`config.mk`:
```
export PLATFORM = sky130hd
export DESIGN_NAME = serv_ext_seq
export DESIGN_NICKNAME = d
export VERILOG_FILES = /design/src/rtl/serv_ext_seq.sv
export SDC_FILE = /design/constraint.sdc
export NUM_CORES = 1
export LEC_CHECK = 0
export ABC_AREA = 1
export CORE_MARGIN = 1.5
export CORE_UTILIZATION = 30
export DETAILED_ROUTE_END_ITERATION = 6
export DONT_BUFFER_PORTS = 1
export MAX_ROUTING_LAYER = met4
export SLEW_MARGIN = 20
export SYNTH_ARGS = -nofsm -noshare
export SYNTH_HDL_FRONTEND = slang
export SYNTH_SLANG_ARGS = --single-unit
export TNS_END_PERCENT = 50
```
`constraint.sdc`:
```
create_clock -name i_clk -period 11.7 [get_ports i_clk]
set_input_delay 2.925 -clock i_clk [delete_from_list [all_inputs] [get_ports i_clk]]
set_output_delay 2.925 -clock i_clk [all_outputs]
set_load 0.02 [all_outputs]
```
`src/rtl/serv_ext_seq.sv`:
```
// Sequencer between the bit-serial SERV core and a 32-bit parallel extension unit (FPU).
// Optional WAIT watchdog is enabled by defining SERV_EXT_TMO_EN.
//
// state   | meaning
// IDLE    | waiting for i_valid, operands latched on accept
// ISSUE   | request presented to the unit until i_unit_ready
// WAIT    | waiting for the unit result (or watchdog expiry)
// DONE    | result loaded, o_ready pulse
// SHIFT   | result streamed LSB first, one bit per i_rd_en
module serv_ext_seq #(
    parameter int OPW     = 5,
    parameter int TMO_MAX = 255
) (
    input  logic           i_clk,
    input  logic           i_rst,
    input  logic           i_valid,
    input  logic [OPW-1:0] i_op,
    input  logic [31:0]    i_rs1,
    input  logic [31:0]    i_rs2,
    output logic           o_busy,
    output logic           o_ready,
    input  logic           i_rd_en,
    output logic           o_rd,
    output logic           o_unit_valid,
    output logic [OPW-1:0] o_unit_op,
    output logic [31:0]    o_unit_a,
    output logic [31:0]    o_unit_b,
    input  logic           i_unit_ready,
    input  logic           i_res_valid,
    input  logic [31:0]    i_res,
    input  logic [4:0]     i_res_flags,
    input  logic           i_fflags_clr,
    output logic [4:0]     o_fflags,
    output logic           o_err
);

    typedef enum logic [2:0] {
        S_IDLE  = 3'd0,
        S_ISSUE = 3'd1,
        S_WAIT  = 3'd2,
        S_DONE  = 3'd3,
        S_SHIFT = 3'd4
    } state_t;

    state_t state, state_nx;

    logic [OPW-1:0] op_q;
    logic [31:0]    a_q, b_q, shreg;
    logic [4:0]     bit_cnt;
    logic [4:0]     fflags;

    logic take, handshake, res_load, tmo_hit, shift_en, last_bit;

    assign take      = (state == S_IDLE) && i_valid;
    assign handshake = (state == S_ISSUE) && i_unit_ready;
    assign res_load  = (state == S_WAIT) && i_res_valid;
    assign shift_en  = (state == S_SHIFT) && i_rd_en;
    assign last_bit  = shift_en && (bit_cnt == 5'd31);

`ifdef SERV_EXT_TMO_EN
    localparam logic [7:0] TMO_LOAD = 8'(TMO_MAX - 1);

    // Down-counter loaded on the handshake so it holds TMO_MAX-1 in the first WAIT cycle.
    logic [7:0] tmo;

    always_ff @(posedge i_clk or posedge i_rst) begin
        if (i_rst)
            tmo <= 8'd0;
        else if (handshake)
            tmo <= TMO_LOAD;
        else if ((state == S_WAIT) && (tmo != 8'd0))
            tmo <= tmo - 8'd1;
    end

    assign tmo_hit = (state == S_WAIT) && !i_res_valid && (tmo == 8'd0);
`else
    logic unused_tmo;
    assign unused_tmo = (TMO_MAX > 0);
    assign tmo_hit    = 1'b0;
`endif

    always_ff @(posedge i_clk or posedge i_rst) begin
        if (i_rst)
            state <= S_IDLE;
        else
            state <= state_nx;
    end

    always_comb begin
        state_nx = state;
        case (state)
            S_IDLE:  if (i_valid)                 state_nx = S_ISSUE;
            S_ISSUE: if (i_unit_ready)            state_nx = S_WAIT;
            S_WAIT:  if (i_res_valid || tmo_hit)  state_nx = S_DONE;
            S_DONE:                               state_nx = S_SHIFT;
            S_SHIFT: if (last_bit)                state_nx = S_IDLE;
            default:                              state_nx = S_IDLE;
        endcase
    end

    always_comb begin
        o_busy       = 1'b0;
        o_ready      = 1'b0;
        o_unit_valid = 1'b0;
        o_rd         = 1'b0;
        o_err        = 1'b0;
        case (state)
            S_IDLE:  ;
            S_ISSUE: begin
                o_busy       = 1'b1;
                o_unit_valid = 1'b1;
            end
            S_WAIT: begin
                o_busy = 1'b1;
                o_err  = tmo_hit;
            end
            S_DONE: begin
                o_busy  = 1'b1;
                o_ready = 1'b1;
            end
            S_SHIFT: begin
                o_busy = 1'b1;
                o_rd   = shreg[0];
            end
            default: ;
        endcase
    end

    always_ff @(posedge i_clk or posedge i_rst) begin
        if (i_rst) begin
            op_q <= '0;
            a_q  <= 32'd0;
            b_q  <= 32'd0;
        end else if (take) begin
            op_q <= i_op;
            a_q  <= i_rs1;
            b_q  <= i_rs2;
        end
    end

    always_ff @(posedge i_clk or posedge i_rst) begin
        if (i_rst) begin
            shreg   <= 32'd0;
            bit_cnt <= 5'd0;
        end else if (res_load) begin
            shreg <= i_res;
        end else if (tmo_hit) begin
            shreg <= 32'h7FC0_0000;
        end else if (shift_en) begin
            shreg   <= {1'b0, shreg[31:1]};
            bit_cnt <= bit_cnt + 5'd1;
        end
    end

    // A load in the same cycle as a clear keeps the newly raised bits.
    always_ff @(posedge i_clk or posedge i_rst) begin
        if (i_rst)
            fflags <= 5'd0;
        else
            fflags <= (i_fflags_clr ? 5'd0 : fflags)
                    | (res_load ? i_res_flags : 5'd0)
                    | (tmo_hit ? 5'b10000 : 5'd0);
    end

    assign o_unit_op = op_q;
    assign o_unit_a  = a_q;
    assign o_unit_b  = b_q;
    assign o_fflags  = fflags;

endmodule
```
==> impl_metrics.toml <==
[hold_path]
hold_start = "shreg[20]$_DFFE_PP0P_"
min_path_type = "flop to flop"

[detailed_routing]
wl_per_cell_um = 13.8
routed_wl_mm = 10.7
num_vias = 3500
dr.pass1.iters = 5
routed_via_density = 4.53
drt_iter0_markers = 172
drc = 0
postRouteAntennaNets = 0

[logic_synthesis]
synth_ff_type = "dfrtp_1"
synthAdderAreaFrac_pct = 0.489
synth_edf_count = 0
synth_top_family_by_area = "simple AND/OR/NAND/NOR gates"
synth_xor_area_share_pct = 0.513
ys_ff_latch = 114
synth.avg_cell_area_um2 = 9.38
ys_types = 22
synth.area.mux_share_pct = 0
synth_seq_area_share_pct = 55.7
synth_cells = 546
syn_nets = 661
synth-async-reset-ratio_pct = 100
netlist_area_um2 = 5120
yosysWarnings = 0
synth_compound_area_share_pct = 11.8
synthSimpleGateAreaFrac_pct = 20.1

[clock_network]
cts_resized = 0
numCtsBuffers = 17
clk_latency_ps = 410
cts_tree = "yes"
clockBufferDepth = 2
cts_root_buf = "clkbuf_16"
cts.clk_slew.worst_paths_ps = 50
cts_hold_buffers = 0
clock_sinks = 114
htreeDepth = 4
postCtsSetupRepairBufs = 0

[sta]
setup-tns-final_ps = 0
rsz0062_at_grt = "false"
relSlewSlack_pct = 41.1
setup_viol = 0
skew_ps = 8.38
tightest_slew_ps = 884
max_freq_ghz = 0.223
layout_setup_ws_ps = 7220
worst_hold_slack_ps = 493
hold_viol = 0
min_period_ps = 4480
period_share_pct = 38.3
maxSlewViolCount = 0

[power]
vdd_drop_max_uv = 113
combinationalPowerShare_pct = 16.8
p_sw_share_pct = 36.9
leakage_nw = 2.96
sequentialPowerShare_pct = 48.2
power.density_nw_per_um2 = 275
p_int_mw = 1.01
finalPower_mw = 1.60
switching_power_mw = 0.590
p_clk_share_pct = 35.0

[layout]
nNetsFinal = 654
antennaDiodeCount = 0
syn_to_final_growth_pct = 13.4
n_fill_cell = 1699
final_common_cell = "nand2_1"
multiInputGateArea_um2 = 1690
stdcell_count = 772
area.sequential_um2 = 2850
drive_gt1_share_pct = 18.5
final_cell_mix = "nand2_1 (158), dfrtp_1 (114), inv_1 (81)"

[outcome]
status = "completed"

[floorplanning]
rows = 47
initial_core_util_pct = 30.8
core_area_um2 = 16600
die-area_um2 = 17900
io_pins = 192
die_w_um = 134
die_y_um = 134

[global_route]
grt_pass1_wl_mm = 17.2
track_usage_pct = 12.6
grt_max_degree = 73
grt_overflow = 0
grt_pass1_vias = 3498
antenna_found_initial = 0

[setup_path]
cp.arrival_ps = 1550
cp_slowest_cell = "dfrtp_1"
crit_fanout = 5
r2r-start = "state[2]$_DFFE_PP0P_"
critical_path.cell_chain = "nor2_2, nand2_1, nor2_1"
worstSetupStartpointType = "flop"
worstSetupPathType = "flop to output port"
max_stage_delay_ps = 460
worst_ep_required_time_ps = 8780
crit_start = "state[1]$_DFFE_PP0P_"
cp-end-kind = "output port"

[placed_design]
gp_congestion = 0.751
dp_hpwl_mm = 7.54
dp.cells = 740
dp_slack_ps = 7020
portBuffers = 0

[job]
maxCapViolCount = 0
## cell usage after synthesis, types with 2 or more instances
cell type | number | share of area [%]
dfrtp_1 | 114 | 56
ha_1 | 2 | 0.49
buf_2 | 6 | 0.59
inv_1 | 82 | 6.0
nor2_1 | 5 | 0.37
xnor2_1 | 2 | 0.34
nand3_1 | 68 | 6.6
inv_4 | 2 | 0.24
nand2_1 | 158 | 12
buf_6 | 17 | 3.7
nand3_4 | 3 | 1.0
o21ai_2 | 60 | 10
buf_4 | 4 | 0.59
o21ai_0 | 15 | 1.5
## power groups by stage
stage	logic [mW]	clock network (mW)	registers [mW]
detailed placement	0.274	0	0.778
global route	0.307	0.592	0.786
CTS	0.273	0.576	0.774
global placement	0.256	0	0.777
floorplan	0.258	0	0.744
finish	0.268	0.561	0.771
## state kept, by name (all words and copies together), names as in the netlist
| register | count |
|---|---|
| o_unit_a | 32 |
| o_fflags | 5 |
| bit_cnt | 5 |
| shreg | 32 |
| o_unit_b | 32 |
| state | 3 |
| o_unit_op | 5 |
## stage by stage
step | cell area (µm²) | util (%)
after CTS | 5810 | 34.9
after floorplan | 5120 | -
after detailed placement | 5160 | 31.0
after global placement | 5160 | 31.0
after global routing | 5810 | 34.9
final | 5810 | 34.9
## logic make-up (layout without fill, tap and decap cells)
family / after synthesis / count (layout)
buffers and inverters: 113 / 119
adders and majority gates: 2 / 2
AOI/OAI and AO/OA: 76 / 76
xor gates and xnor gates: 3 / 3
other: 1 / 1
and+or+nand+nor: 237 / 237
DFF: 114 / 114
## critical path, delay by kind of cell (launching register included)
| kind | cells | cell delay [ps] |
|---|---|---|
| DFF | 1 | 460 |
| and+or+nand+nor | 3 | 680 |
## final timing paths
path / endpoint / slack [ps] / cells after the start
worst min register to register: shreg[19]$_DFFE_PP0P_ / 490 / 2
worst max-delay path: o_rd / 7220 / 3
worst min-delay path: shreg[19]$_DFFE_PP0P_ / 490 / 2
max in group asynchronous: o_unit_b[8]$_DFFE_PP0P_ / 7980 / 2
worst max register to register: o_unit_b[5]$_DFFE_PP0P_ / 9250 / 5
min in group asynchronous: o_unit_a[14]$_DFFE_PP0P_ / 2490 / 1
## metal layers
metal	wire (µm)	up-vias	GRT usage [%]
met3	725	15	5.33
met5	0	-	-
met1	4530	1677	14.4
met4	214	0	5.86
li1	-	1685	-
met2	5220	123	19.2
## layout make-up
cell class,instances,area share (%)
Multi-Input combinational cell,319,29.1
Inverter,85,5.62
Sequential cell,114,49.1
Clock inverter,9,2.59
Timing Repair Buffer,2,0.259
Tap cell,220,4.74
Clock buffer,23,8.57
No activity file was read; power rests on OpenSTA's default activity.
